## config.mk

```make
export PLATFORM = sky130hd
export DESIGN_NAME = popcount_stream
export DESIGN_NICKNAME = d
export VERILOG_FILES = /design/src/rtl/popcount_stream.sv
export SDC_FILE = /design/constraint.sdc
export NUM_CORES = 1
export LEC_CHECK = 0
export CAP_MARGIN = 0
export CORE_MARGIN = 5
export CORE_UTILIZATION = 50
export CTS_BUF_LIST = sky130_fd_sc_hd__clkbuf_8
export DETAILED_ROUTE_END_ITERATION = 10
export HOLD_SLACK_MARGIN = 0.02
export PLACE_DENSITY_LB_ADDON = 0.1
export SETUP_SLACK_MARGIN = 0.02
export SYNTH_ARGS = -nofsm -noshare
export SYNTH_HDL_FRONTEND = slang
export SYNTH_SLANG_ARGS = --single-unit
```

## constraint.sdc

```tcl
create_clock -name clock -period 2.9 [get_ports clock]
set_clock_uncertainty 0.1 [all_clocks]
set_input_delay 0.435 -clock clock [delete_from_list [all_inputs] [get_ports clock]]
set_output_delay 0.435 -clock clock [all_outputs]
set_load 0.02 [all_outputs]
```

## src/rtl/popcount_stream.sv

```systemverilog
// Streaming per-frame ones counter: scans each word CHUNK bits per cycle into a saturating accumulator.
// Define POPCOUNT_STREAM_THRESH_EN to add the thresh input and the registered out_above flag.
module popcount_stream #(
   parameter int WIDTH = 14,
   parameter int CHUNK = 4,
   parameter int ACC_W = 8
) (
   input  logic             clock,
   input  logic             reset_n,
   input  logic             in_valid,
   output logic             in_ready,
   input  logic [WIDTH-1:0] in_data,
   input  logic             in_last,
   output logic             out_valid,
   input  logic             out_ready,
   output logic [ACC_W-1:0] out_count,
   output logic             out_ovf
`ifdef POPCOUNT_STREAM_THRESH_EN
   ,
   input  logic [ACC_W-1:0] thresh,
   output logic             out_above
`endif
);

   localparam int NCHUNK = (WIDTH + CHUNK - 1) / CHUNK;
   localparam int CNT_W  = (NCHUNK > 1) ? $clog2(NCHUNK) : 1;
   localparam int SUM_W  = $clog2(CHUNK + 1);

   typedef enum logic [1:0] {IDLE, SCAN, DONE} state_t;

   state_t             state_q, state_d;
   logic [WIDTH-1:0]   sreg_q, sreg_d;
   logic [CNT_W-1:0]   cnt_q, cnt_d;
   logic               last_q, last_d;
   logic [ACC_W-1:0]   acc_q, acc_d;
   logic               ovf_q, ovf_d;

   logic [SUM_W-1:0]   chunk_sum;
   logic [ACC_W:0]     acc_sum;
   logic               sat;
   logic [ACC_W-1:0]   acc_next;
   logic               last_chunk;

   // Zero-fill shifting guarantees the final partial chunk only sees in-range bits.
   always_comb begin
      chunk_sum = '0;
      for (int unsigned i = 0; i < CHUNK; i++) begin
         chunk_sum = chunk_sum + SUM_W'(sreg_q[i]);
      end
   end

   assign acc_sum    = {1'b0, acc_q} + (ACC_W + 1)'(chunk_sum);
   assign sat        = acc_sum[ACC_W];
   assign acc_next   = sat ? '1 : acc_sum[ACC_W-1:0];
   assign last_chunk = (cnt_q == CNT_W'(NCHUNK - 1));

   always_comb begin
      state_d   = state_q;
      sreg_d    = sreg_q;
      cnt_d     = cnt_q;
      last_d    = last_q;
      acc_d     = acc_q;
      ovf_d     = ovf_q;
      in_ready  = 1'b0;
      out_valid = 1'b0;
      case (state_q)
         IDLE: begin
            in_ready = 1'b1;
            if (in_valid) begin
               sreg_d  = in_data;
               last_d  = in_last;
               cnt_d   = '0;
               state_d = SCAN;
            end
         end
         SCAN: begin
            sreg_d = sreg_q >> CHUNK;
            cnt_d  = cnt_q + CNT_W'(1);
            acc_d  = acc_next;
            ovf_d  = ovf_q | sat;
            if (last_chunk) begin
               state_d = last_q ? DONE : IDLE;
            end
         end
         DONE: begin
            out_valid = 1'b1;
            if (out_ready) begin
               acc_d   = '0;
               ovf_d   = 1'b0;
               state_d = IDLE;
            end
         end
         default: state_d = IDLE;
      endcase
   end

   always_ff @(posedge clock or negedge reset_n) begin
      if (!reset_n) begin
         state_q <= IDLE;
         sreg_q  <= '0;
         cnt_q   <= '0;
         last_q  <= 1'b0;
         acc_q   <= '0;
         ovf_q   <= 1'b0;
      end else begin
         state_q <= state_d;
         sreg_q  <= sreg_d;
         cnt_q   <= cnt_d;
         last_q  <= last_d;
         acc_q   <= acc_d;
         ovf_q   <= ovf_d;
      end
   end

   assign out_count = acc_q;
   assign out_ovf   = ovf_q;

`ifdef POPCOUNT_STREAM_THRESH_EN
   logic above_q, above_d;

   // Compared against the saturated value being written on the edge that enters DONE.
   always_comb begin
      above_d = above_q;
      if (state_q == SCAN && last_chunk && last_q) begin
         above_d = (acc_next >= thresh);
      end else if (state_q == DONE && out_ready) begin
         above_d = 1'b0;
      end
   end

   always_ff @(posedge clock or negedge reset_n) begin
      if (!reset_n) begin
         above_q <= 1'b0;
      end else begin
         above_q <= above_d;
      end
   end

   assign out_above = above_q;
`endif

endmodule
```

# Word level (Yosys, flattened, before mapping)
# Index checks and enable logic that the tools add are counted.
dict set report totals {
  ff_bits 28
  latch_bits 0
  mem_bits_rw 0
  romBits 0
  inputBits 19
  output_inout_bits 11
  wordCells 41
  mem_count 0
}
dict set report classes {
  addsub 5
  multipliers 0
  div 0
  n_lt_le_gt_ge 0
  n_eq_ne 6
  shift 0
  muxes 16
  n_bitwise 1
  reduce_logical 7
}
# op n
set op_table {}
lappend op_table {{$pmux 14 s2} 1}
lappend op_table {{$mux 8} 2}
lappend op_table {{$pmux 8 s2} 1}
lappend op_table {{$mux 14} 1}
lappend op_table {{$mux 2} 5}
lappend op_table {{$add 8x3->9} 1}
lappend op_table {{$ne 2x2->1 const B} 3}
lappend op_table {{$pmux 2 s3} 1}
lappend op_table {{$reduce_and 2->1} 3}
lappend op_table {{$eq 2x2->1 const B} 2}
lappend op_table {{$pmux 2 s2} 1}
lappend op_table {{$reduce_bool 2->1} 2}
lappend op_table {{$add 2x1->3} 1}
lappend op_table {{$add 3x1->3} 1}
lappend op_table {{$mux 1} 3}
lappend op_table {{$reduce_and 3->1} 1}
lappend op_table {{$add 1x1->2} 1}
lappend op_table {{$add 2x1->2 const B} 1}
lappend op_table {{$eq 2x1->1 const B} 1}
lappend op_table {{$logic_not 2->1} 1}
lappend op_table {{$pmux 1 s2} 1}
lappend op_table {{$or 1x1->1} 1}

# Longest topological paths before layout
# Gate-level depths: netlist (run 1).
dict set report logic_depth {
  word_depth 6
  mapped_depth 9
}

# Worst setup path after synthesis (run 1)
# Ideal clock, no wire load.
dict set report synth_timing {
  path_kind {register to register}
  start {reg acc_q[0], in the netlist out_count[0]}
  end {reg acc_q[5], in the netlist out_count[5]}
  setup_ns 0.080
  t_arrival_ns 2.405
  t_required_ns 2.720
  slack_ns 0.314
  path_stages_with_launch 10
  period_less_slack_ns 2.586
  path_cell_list {dfrtp_1 fa_1 inv_1 fa_1 inv_1 fa_1 nand3_2 o21a_4 and4_1 nor3_2}
}
dict set report synth_between {
  elab_chain_len 3
}
# item line_no
set synth_lines {}
lappend synth_lines {{from (decl)} 35} ;# logic [ACC_W-1:0] acc_q, acc_d;
lappend synth_lines {{from (signal assigned)} 103} ;# acc_q <= '0;
lappend synth_lines {{from (signal assigned)} 110} ;# acc_q <= acc_d;
lappend synth_lines {{$add 8x3->9} 52} ;# assign acc_sum = {1'b0, acc_q} + (ACC_W + 1)'(chunk_sum);
lappend synth_lines {{$mux 8} 54} ;# assign acc_next = sat ? '1 : acc_sum[ACC_W-1:0];
lappend synth_lines {{$pmux 8 s2} 66} ;# case (state_q)
# No other way between the ends.
# A chain may end at the register's enable or synchronous reset.

# Worst setup path after layout (run 1)
# Ends and elaborated chain as after synthesis.

==> results of run 1 <==
## metal layers
layer  share of wire  GRT usage  wire, microns  vias up
met5               0          0              0        -
met4          0.0056    0.04775             16        0
met3           0.048    0.02878            137        2
met2            0.47     0.2410           1342       28
met1            0.48     0.2074           1365      551
li1                -          -              -      546
## critical path, stage by stage, from the launching register on
cell and delay, ns:
dfrtp_1 0.43, fa_1 0.55, inv_1 0.05, fa_1 0.37, inv_1 0.08, fa_1 0.25, nand3_2 0.12, o21a_4 0.25
and4_1 0.21, nor3_2 0.16
## layout make-up
cell class / instances / area [sq um] / share of cell area
multi-input combinational: 92 / 629.4 / 0.3532
tap: 31 / 38.79 / 0.02177
timing repair buffer: 34 / 327.8 / 0.1840
inverter: 8 / 30.03 / 0.01685
sequential: 28 / 700.7 / 0.3933
clock buffer: 4 / 55.05 / 0.03090
## power by group through the flow
stage	combinational, mW	sequential, mW	clock [mW]
2_1_floorplan	0.638	0.755	0
3_3_place_gp	0.966	0.726	0
3_5_place_dp	0.993	0.738	0
4_1_cts	1.00	0.730	0.245
5_1_grt	1.11	0.765	0.262
6_report	0.986	0.731	0.239
## state kept, by name (all words and copies together), names as in the netlist
name,cells
sreg_q,14
out_count,8
cnt_q,2
state_q,2
last_q,1
out_ovf,1
## worst max-delay path by stage
stage                         endpoint  depth (start not counted)
after floorplan           out_count[5]                          9
after global placement    out_count[5]                          9
after detailed placement  out_count[5]                          9
after CTS                 out_count[5]                          9
after global routing      out_count[5]                          9
final                     out_count[5]                          9
## stage by stage
| stage | power [mW] | worst slack [ns] |
|---|---|---|
| after floorplan | 1.393 | 0.3144 |
| after global placement | 1.692 | 0.3524 |
| after detailed placement | 1.732 | 0.2686 |
| after CTS | 1.975 | 0.2535 |
| after global routing | 2.137 | 0.09737 |
| final | 1.956 | 0.2651 |
## kinds of logic after synthesis
family	share of synthesized area
compound gates	0.2315
fa+ha+maj	0.06055
buf+inv	0.05342
flops	0.4987
mux	0.008014
simple gates	0.1478
## layout by cell type (no fill, tap or decap), drive strengths merged, types with 2 or more instances in the layout
cell type / n
ha: 2
nor3: 3
a22o: 5
o21ai: 12
a22oi: 10
nor2: 4
clkdlybuf4s50: 29
nand2: 16
clkbuf: 4
nor2b: 3
fa: 3
nand3: 2
inv: 8
a21oi: 13
buf: 5
nand2b: 3
dfrtp: 28
==> results.cfg, run 1 <==
[power_and_ir_drop]
power_frac_comb = 0.504
p_leak_nw = 0.7711
switching_share = 0.4132
clkPwrFrac = 0.122
ir_worst_vdd_mv = 0.7225
p_per_area_mw_per_mm2 = 1098
p_int_mw = 1.148
switchingPower_mw = 0.8082
seqPwrFrac = 0.374

[die]
core.rowCount = 19
start_util = 0.5140
die_w_microns = 63.01
io_pins = 30
coreArea_sq_mm = 0.002734
die-area_sq_mm = 0.003970
die_h_microns = 63.01

[logic_synthesis]
yosys_most_used_dff = dfrtp_1
synth_area_leaders = dfrtp_1 (50%), a22oi_1 (5.3%), a21oi_1 (4.3%), fa_1 (4.3%), nand2_1 (4.3%)
syn-cell-area_sq_mm = 0.001405
yosys.cell_count.top_type = dfrtp_1
synth_edf_count = 0
synthTopCellsByCount = dfrtp_1 (28), nand2_1 (16), a21oi_1 (12)
ys_seq_area_frac = 0.4987
syn-num-nets = 160
async_flop_share = 1.000
synth_warnings = 0
avgSynthCellArea_sq_um = 10.33
ys_ff_latch = 28
yosys.area.top_type = dfrtp_1
synth_top_area_frac = 0.4987
synth.distinct_cells = 39
synthCells = 136

[clocking]
ctsHoldBuffers = 0
cts-root-buf = clkbuf_8
insertion_delay_ns = 0.27
cts_sinks = 28
cts-buffers-inserted = 3
cts_tree = built
cts_resized = 0
cts.clk_slew.worst_paths_ns = 0.09
clockBufferDepth = 2
postCtsSetupRepairBufs = 0
h-tree-depth = 1

[worst_setup_path]
cp-start-kind = flip-flop
arrival_ns = 2.74
ff2ff_setup_slack_ns = 0.27
r2r_cells = 9
worstSetupPathType = reg -> reg
crit_path_end_kind = flip-flop
r2r-end = out_count[5]
worstPathRequired_ns = 3.00
rr_startpoint = out_count[0]
setup.worst_path.start = out_count[0]
path_max_fanout = 5

[timing]
maxSlewViolCount = 0
tns_ns = 0
fin_crit_sh = 0.9086
final_hold_viol_count = 0
setup_viol_count_final = 0
worst_pin_slew_ns = 0.6511
slew_headroom = 0.5656
fmax_mhz = 379.5
rsz0062_at_grt = no
min_period_ns = 2.635
whs_ns = 0.3888

[cells_and_area]
antennaDiodeCount = 0
fin_cells = 197
num-fill-cells = 249
final_net_count = 191
fin_util = 0.6517
drive_above_1_share = 0.09639
synthToLayoutAreaGrowth_pct = 26.80
design_area_sq_mm = 0.001782

[hold_path]
hp-start = sreg_q[4]
hold_depth = 2
hp-class = reg -> reg
hold_end = sreg_q[4]

[drt]
wl_mm = 2.862
dr.pass1.iters = 4
dr.first_iter.drc_count = 94
vias = 1127
ant_nets = 0
avgRoutedWirePerCell_microns = 14.53
via_per_inst = 5.721
drc = 0

[global_route]
antenna_found_initial = 0
grt_pass1_wl_mm = 4.926
grt_use_total = 0.1515
gr-total-overflow = 0
grt_max_degree = 29
grt_pass1_vias = 1093

[flow_run]
max-cap-violations = 0

[placed_design]
hpwl_mm = 2.119
placed_cell_area_sq_mm = 0.001727
io_buffers = 29
dp_cells = 193
gp_congestion = 0.8195

[run_status]
status = completed
Power figures use the tool's default switching activity.
==> run 2: changes to the inputs <==
--- a/config.mk
+++ b/config.mk
@@ -11,7 +11,7 @@
 export CTS_BUF_LIST = sky130_fd_sc_hd__clkbuf_8
 export DETAILED_ROUTE_END_ITERATION = 10
 export HOLD_SLACK_MARGIN = 0.02
-export PLACE_DENSITY_LB_ADDON = 0.1
+export PLACE_DENSITY = 0.88
 export SETUP_SLACK_MARGIN = 0.02
 export SYNTH_ARGS = -nofsm -noshare
 export SYNTH_HDL_FRONTEND = slang
==> results.cfg, run 2 (synthesis results as in run 1) <==
[worst_setup_path]
critical_path.slowest_cell = fa_1
worstPathCellList = fa_1 > inv_1 > fa_1 > inv_1 > fa_1 > nand3_2 > o21a_4 > and4_1 > nor3_2
worstSetupPathType = reg -> reg
arrival_ns = 2.77
cp-start-kind = flip-flop
crit_path_end_kind = flip-flop
crit_top_cell = fa_1
ff2ff_setup_slack_ns = 0.23
critPathMaxStageDelay_ns = 0.54
worstPathRequired_ns = 3.00
path_max_fanout = 5

[die]
coreArea_sq_mm = 0.002734
die_h_microns = 63.01
die-area_sq_mm = 0.003970
io_pins = 30
core.rowCount = 19
start_util = 0.5140
die_w_microns = 63.01

[timing]
setup_viol_count_final = 0
final_hold_viol_count = 0
worst_pin_slew_ns = 0.6825
slew_headroom = 0.5441
maxSlewViolCount = 0
tns_ns = 0
fmax_mhz = 374.5
min_period_ns = 2.670
setup_slack_ns = 0.2296
fin_crit_sh = 0.9208
rsz0062_at_grt = no

[clocking]
ctsHoldBuffers = 0
cts_sinks = 28
insertion_delay_ns = 0.27
cts_tree = built
cts-buffers-inserted = 3
cts-root-buf = clkbuf_8
cts.clk_slew.worst_paths_ns = 0.10
cts_resized = 0
postCtsSetupRepairBufs = 0
h-tree-depth = 1
clockBufferDepth = 2

[hold_path]
hp-class = reg -> reg

[cells_and_area]
final_net_count = 188
drive_above_1_share = 0.07975
synthToLayoutAreaGrowth_pct = 25.20
antennaDiodeCount = 0
final_common_cell = clkdlybuf4s50_1
largest_reg_flops = 14
fin_util = 0.6435
top_register = sreg_q
design_area_sq_mm = 0.001759
layout_common_cells = clkdlybuf4s50_1 (29), dfrtp_1 (28), nand2_1 (16)

[drt]
dr.pass1.iters = 4
avgRoutedWirePerCell_microns = 16.29
ant_nets = 0
dr.first_iter.drc_count = 63
wl_mm = 3.160
vias = 1162
drc = 0
via_per_inst = 5.990

[global_route]
grt_max_degree = 29
grt_pass1_wl_mm = 5.589
grt_pass1_vias = 1208
antenna_found_initial = 0
gr-total-overflow = 0
grt_use_total = 0.1735

[placed_design]
io_buffers = 29
gp_congestion = 0.8477
placed_cell_area_sq_mm = 0.001704
hpwl_mm = 2.376
dp_worst_setup_slack_ns = 0.2344

[power_and_ir_drop]
p_leak_nw = 0.7563
p_per_area_mw_per_mm2 = 1106
ir_worst_vdd_mv = 0.7466
p_total_mw = 1.945

[flow_run]
max-cap-violations = 0

[run_status]
status = completed
## run 2: changes by cell type in the layout (fill, tap and decap cells not counted), sizes merged
cell  before  now
buf        5    2
## run 2: worst paths after layout
path                         startpoint           end  cells after the start
setup / recovery           out_count[0]  out_count[5]                      9
hold / removal                sreg_q[1]     sreg_q[1]                      2
min in group asynchronous       reset_n  out_count[7]                      2
setup reg to reg           out_count[0]  out_count[5]                      9
hold reg to reg               sreg_q[1]     sreg_q[1]                      2
max in group asynchronous       reset_n     sreg_q[5]                      2
## run 2: final cells by class
cell class | instances | area (sq um)
fill | 208 | 974.7
sequential | 28 | 700.7
multi-input combinational | 92 | 629.4
clock buffer | 4 | 55.05
inverter | 8 | 30.03
timing repair buffer | 31 | 305.3
tap | 31 | 38.79
## run 2: critical path, delay by kind of cell (launching register included)
kind / cells / cell delay, ns
and+or+nand+nor: 3 / 0.49
DFF: 1 / 0.42
adders and majority gates: 3 / 1.19
AOI/OAI and AO/OA: 1 / 0.25
buffers and inverters: 2 / 0.14
## run 2: metal layers
metal  GRT usage  up-vias  part of all wire
met4     0.04509        0            0.0073
met5           0        -                 0
li1            -      543                 -
met3     0.04317        4             0.051
met2      0.3013       40              0.52
met1      0.2122      575              0.42
## run 2: through the flow
step	std cells	hold slack [ns]
2_1_floorplan	136	0.03941
3_3_place_gp	190	0.3648
3_5_place_dp	190	0.3713
4_1_cts	194	0.3933
5_1_grt	194	0.4136
6_report	194	0.3895
## run 2: power by group
group	internal, mW	switching, mW	total [mW]	leakage [nW]
Combinational	0.437	0.496	0.933	0.380
Clock	0.122	0.122	0.243	0.0288
Sequential	0.563	0.206	0.769	0.348
==> edit 1 (flow settings as in run 1) <==
The option `POPCOUNT_STREAM_THRESH_EN` is turned on by a define.
--- a/src/rtl/popcount_stream.sv
+++ b/src/rtl/popcount_stream.sv
@@ -1,4 +1,6 @@
 // Streaming per-frame ones counter: scans each word CHUNK bits per cycle into a saturating accumulator.
 // Define POPCOUNT_STREAM_THRESH_EN to add the thresh input and the registered out_above flag.
+`define POPCOUNT_STREAM_THRESH_EN
+
 module popcount_stream #(
    parameter int WIDTH = 14,
Interface: changed (added out_above and thresh); port bits go from 30 to 39. The function was not compared with the original's and may differ.
==> edit 1 against run 1 <==
Sequential cell count grew 1; critical path type unchanged; non-clock buffer count grew 27; sequential power grew 9.8%; combinational power grew 76%; design area grew 45%; area after synthesis grew 35%; hold slack gained 0.0035 ns; wire length grew 64%; largest cell class is now multi-input gates; the flow now finishes with violations (setup timing); critical path depth grew 4; die area grew 29%; power grew 47%; worst setup slack lost 0.60 ns.
==> edit 1: results (changes against run 1) <==
[clock_tree]
postCtsSetupBuffers = 2  ; was 0
h-tree-depth = 2  ; was 1
clkTransAtPathRegs_ns = 0.06  ; was 0.09 ns
cts_made_buffers = 5  ; was 3
cts_resized = 12  ; was 0

[detailed_routing]
dr.first_iter.drc_count = 96  ; was 94
first_pass_iters = 4  ; unchanged
wl_per_cell_microns = 15.0  ; was 14.5 microns
via_per_inst = 5.56  ; was 5.72

[synth]
ys_types = 44  ; was 39
syn_nets = 249  ; was 160
synth_fa_ha_area_share_pct = 9.78  ; was 6.06%
synth-compound-area-share_pct = 21.3  ; was 23.2%
synth-main-ff-cell = dfrtp_1  ; unchanged
async_reset_ff_share_pct = 100  ; unchanged
seq_area_frac_synth_pct = 38.3  ; was 49.9%
synth_common_cells = dfrtp_1, a21oi_1, nand2_1  ; was dfrtp_1, nand2_1, a21oi_1
avgSynthCellArea_sq_um = 9.06  ; was 10.3 sq um
synth_xor_area_share_pct = 1.39  ; was 0%
synth_mux_area_share_pct = 1.12  ; was 0.801%
yosys-top-cells-area = dfrtp_1, a21oi_1, ha_1  ; was dfrtp_1, a22oi_1, a21oi_1

[sta]
setup_violations = 1  ; was 0
maxSlewHeadroom_pct = 53.5  ; was 56.6%
worst_slack_ns = -0.334  ; was 0.265 ns

[critical_path]
worstReg2RegStart = sreg_q[0]$_DFFE_PN0P_  ; was out_count[0]$_DFFE_PN0P_
crit_path_end = out_above$_DFFE_PN0P_  ; was out_count[5]$_DFFE_PN0P_
crit_family = adder cells  ; unchanged
r2r_cells = 13  ; was 9

[place]
port_buffers = 38  ; was 29
pre_cts_ws_ns = -0.467  ; was 0.269 ns
dp.cells = 301  ; was 193
gp_congestion = 0.907  ; was 0.820
placed_area_sq_um = 2390  ; was 1730 sq um
dp_hpwl_microns = 3240  ; was 2120 microns

[min_path]
min_from = sreg_q[9]$_DFFE_PN0P_  ; was sreg_q[4]$_DFFE_PN0P_
whs_endpoint = sreg_q[9]$_DFFE_PN0P_  ; was sreg_q[4]$_DFFE_PN0P_

[power]
max-vdd-ir-drop_v = 0.000538  ; was 0.000722 V
p_sw_share_pct = 42.4  ; was 41.3%
p_leak_uw = 0.00117  ; was 0.000771 uW

[cells_and_area]
regMostFlops = sreg_q  ; unchanged
fillers = 290  ; was 249
drive_gt1_share_pct = 20.8  ; was 9.64%
stdcell_count = 313  ; was 197
largest_reg_flops = 14  ; unchanged

[die]
die_width_microns = 71.5  ; was 63.0 microns
initial_utilization_pct = 51.7  ; was 51.4%

[grt]
grt_first_pass_wirelength_microns = 7550  ; was 4930 microns
grt_max_degree = 30  ; was 29
grtUsageTotal_pct = 18.5  ; was 15.2%
grt_pass1_vias = 1661  ; was 1093

[outcome]
violations = setup timing
outcome = complete, but fails checks  ; was complete, no violations

[edit 1: metal layers]
metal  global-route usage [%]  up-vias  routed length [microns]
met5                        0        -                        0
met4                     5.85        0                       70
met3                     4.91       10                      224
met2                     30.7       45                     2240
met1                     23.5      836                     2150
li1                         -      848                        -
[edit 1: worst reg2reg max path, stage by stage, from the launching register on]
cell and delay, ns:
dfrtp_1 0.40, fa_1 0.56, inv_2 0.04, fa_2 0.36, inv_2 0.06, fa_2 0.21, and3_4 0.25, a31oi_4 0.10
a41oi_2 0.22, ha_1 0.27, nand2_1 0.10, nor2_1 0.07, a2111oi_2 0.25, a211oi_1 0.12
[edit 1: final cells by class]
cell class	instances	share of cell area, %
multi-input cells	154	42.8
flip-flops and latches	29	28.1
repair buffers	61	21.5
clock buffers	6	3.19
well taps	48	2.32
inverters	13	1.88
clock inverters	2	0.290
[edit 1: power by group through the flow]
stage	Sequential [uW]	Clock (uW)	Combinational, uW
after global placement	785	0	1490
after detailed placement	788	0	1520
after floorplan	780	0	950
after global routing	830	359	1920
after CTS	794	342	1620
final	803	338	1740
[edit 1: metrics by stage]
step | utilization [%] | hold WS [ns] | setup TNS, ns
finish | 70.8 | 0.392 | -0.334
global route | 70.8 | 0.409 | -0.488
CTS | 69.1 | 0.398 | -0.322
detailed placement | 65.2 | 0.384 | -0.467
global placement | 65.2 | 0.366 | -0.361
floorplan | - | 0.0394 | -0.293
[edit 1: cells by family (layout without fill, tap and decap cells)]
kind of cell / count (synthesis) / after routing
AOI/OAI and AO/OA: 66 / 66
and+or+nand+nor: 70 / 70
xor gates and xnor gates: 3 / 3
muxes: 2 / 2
buffers and inverters: 26 / 82
DFF: 29 / 29
adders and majority gates: 13 / 13
==> edit 2 (config.mk and constraints of run 1) <==
Without the edit above. Register the output `out_count` once more; this adds one clock of latency there. The other outputs are not delayed to match.
--- a/src/rtl/popcount_stream.sv
+++ b/src/rtl/popcount_stream.sv
@@ -113,5 +113,7 @@
    end
 
-   assign out_count = acc_q;
+   always_ff @(posedge clock) begin
+      out_count <= acc_q;
+   end
    assign out_ovf   = ovf_q;
 
Check against the original RTL: not equivalent (Yosys sat finds a counterexample within 4 cycles, from zero or initial values and one cycle with reset_n low).
==> edit 2 against run 1 <==
Non-clock buffer count is 3 lower; wire length is 2.4% higher; count of clock-buffer cells in the layout is 2 higher; worst setup slack better by 0.026 ns; design area is 8.8% higher; area after synthesis is 9.0% higher; sequential share of layout area is 5.1 points higher; sequential cell count is 8 higher; power is 5.8% higher; sequential power is 26% higher.
==> edit 2: results (changes against run 1) <==
[clock_tree]
clock_latency_ns = 0.29  ; was 0.27 ns
cts_resized = 0  ; unchanged
cts_made_buffers = 5  ; was 3
clkTransAtPathRegs_ns = 0.06  ; was 0.09 ns
h-tree-depth = 2  ; was 1
postCtsSetupBuffers = 0  ; unchanged

[grt]
use_met2_pct = 23.8  ; was 24.1%
grt_pass1_vias = 1094  ; was 1093
grt_antenna_before_repair = 0  ; unchanged
grtUsageTotal_pct = 15.6  ; was 15.2%
grt_first_pass_wirelength_microns = 4970  ; was 4930 microns
grtUsageMet3_pct = 6.50  ; was 2.88%
grtUsageMet1_pct = 19.4  ; was 20.7%

[synth]
seq_area_frac_synth_pct = 56.2  ; was 49.9%
synth_common_cells = dfrtp_1, o21ai_0, nand2_1  ; was dfrtp_1, nand2_1, a21oi_1
yosys-top-cells-area = dfrtp_1, dfxtp_1, o21ai_0  ; was dfrtp_1, a22oi_1, a21oi_1
async_reset_ff_share_pct = 77.8  ; was 100%
avgSynthCellArea_sq_um = 10.9  ; was 10.3 sq um
syn_nets = 165  ; was 160
ys_warn_count = 0  ; unchanged
ys_types = 34  ; was 39

[detailed_routing]
first_pass_iters = 4  ; unchanged
wl_per_cell_microns = 14.2  ; was 14.5 microns
via_per_inst = 5.44  ; was 5.72
met3_length_microns = 158  ; was 137 microns
wl_met2_microns = 1320  ; was 1340 microns
dr.first_iter.drc_count = 82  ; was 94
wirelength_microns = 2930  ; was 2860 microns
wl_met1_microns = 1400  ; was 1370 microns

[critical_path]
worst_ep_arrival_time_ns = 2.72  ; was 2.74 ns
r2r_slack_ns = 0.29  ; was 0.27 ns
worstReg2RegStart = sreg_q[0]$_DFFE_PN0P_  ; was out_count[0]$_DFFE_PN0P_
regToRegEndpoint = acc_q[5]$_DFFE_PN0P_  ; was out_count[5]$_DFFE_PN0P_

[sta]
maxSlewHeadroom_pct = 54.1  ; was 56.6%

[power]
max-vdd-ir-drop_v = 0.000450  ; was 0.000722 V
p_leak_uw = 0.000858  ; was 0.000771 uW
p_sw_share_pct = 37.0  ; was 41.3%
p_seq_uw = 918  ; was 731 uW
comb_power_share_pct = 38.7  ; was 50.4%
total_power_uw = 2070  ; was 1960 uW

[min_path]
min_from = acc_q[0]$_DFFE_PN0P_  ; was sreg_q[4]$_DFFE_PN0P_
min_path_cells = 0  ; was 2
worstHoldPathType = register to register  ; unchanged
whs_endpoint = out_count[0]$_DFF_P_  ; was sreg_q[4]$_DFFE_PN0P_

[outcome]
outcome = complete, no violations  ; unchanged

[cells_and_area]
drive_gt1_share_pct = 7.47  ; was 9.64%
final_nets = 197  ; was 191

[place]
gp_congestion = 0.821  ; was 0.820
dp_hpwl_microns = 2120  ; about the same

[edit 2: cell types whose count changed in the layout (fill, tap and decap cells not counted), sizes merged, moves of 3 or more]
cell	delta
nand2b	-3
dfxtp	+8
buf	-3
a21oi	-8
inv	+3
o21ai	+7
[edit 2: stage by stage]
stage | hold WS (ns) | setup slack [ns] | area (sq um)
floorplan | 0.0394 | 0.502 | 1530
global placement | 0.294 | 0.423 | 1850
detailed placement | 0.294 | 0.336 | 1850
CTS | 0.310 | 0.297 | 1940
global route | 0.330 | 0.119 | 1940
finish | 0.309 | 0.291 | 1940
[edit 2: worst max-delay path by stage]
| stage | start | endpoint | slack (ns) |
|---|---|---|---|
| floorplan | sreg_q[0]$_DFFE_PN0P_ | acc_q[5]$_DFFE_PN0P_ | 0.50 |
| global placement | sreg_q[0]$_DFFE_PN0P_ | acc_q[5]$_DFFE_PN0P_ | 0.42 |
| detailed placement | sreg_q[0]$_DFFE_PN0P_ | acc_q[5]$_DFFE_PN0P_ | 0.34 |
| CTS | sreg_q[0]$_DFFE_PN0P_ | acc_q[5]$_DFFE_PN0P_ | 0.30 |
| global route | sreg_q[0]$_DFFE_PN0P_ | acc_q[5]$_DFFE_PN0P_ | 0.12 |
| finish | sreg_q[0]$_DFFE_PN0P_ | acc_q[5]$_DFFE_PN0P_ | 0.29 |
[edit 2: cell type report]
class,count,area (sq um)
clock buffers,6,82.6
repair buffers,31,305
flip-flops and latches,36,861
clock inverters,2,7.51
inverters,9,33.8
fillers,241,1060
multi-input cells,90,607
well taps,33,41.3
[edit 2: cells by family (layout without fill, tap and decap cells)]
kind of cell    after synthesis  after routing  share of synthesized area [%]
compound gates               49             49                           21.0
fa+ha+maj                     5              5                           5.56
buf+inv                      15             48                           4.17
flops                        36             36                           56.2
mux                           3              3                           2.12
simple gates                 33             33                           10.9
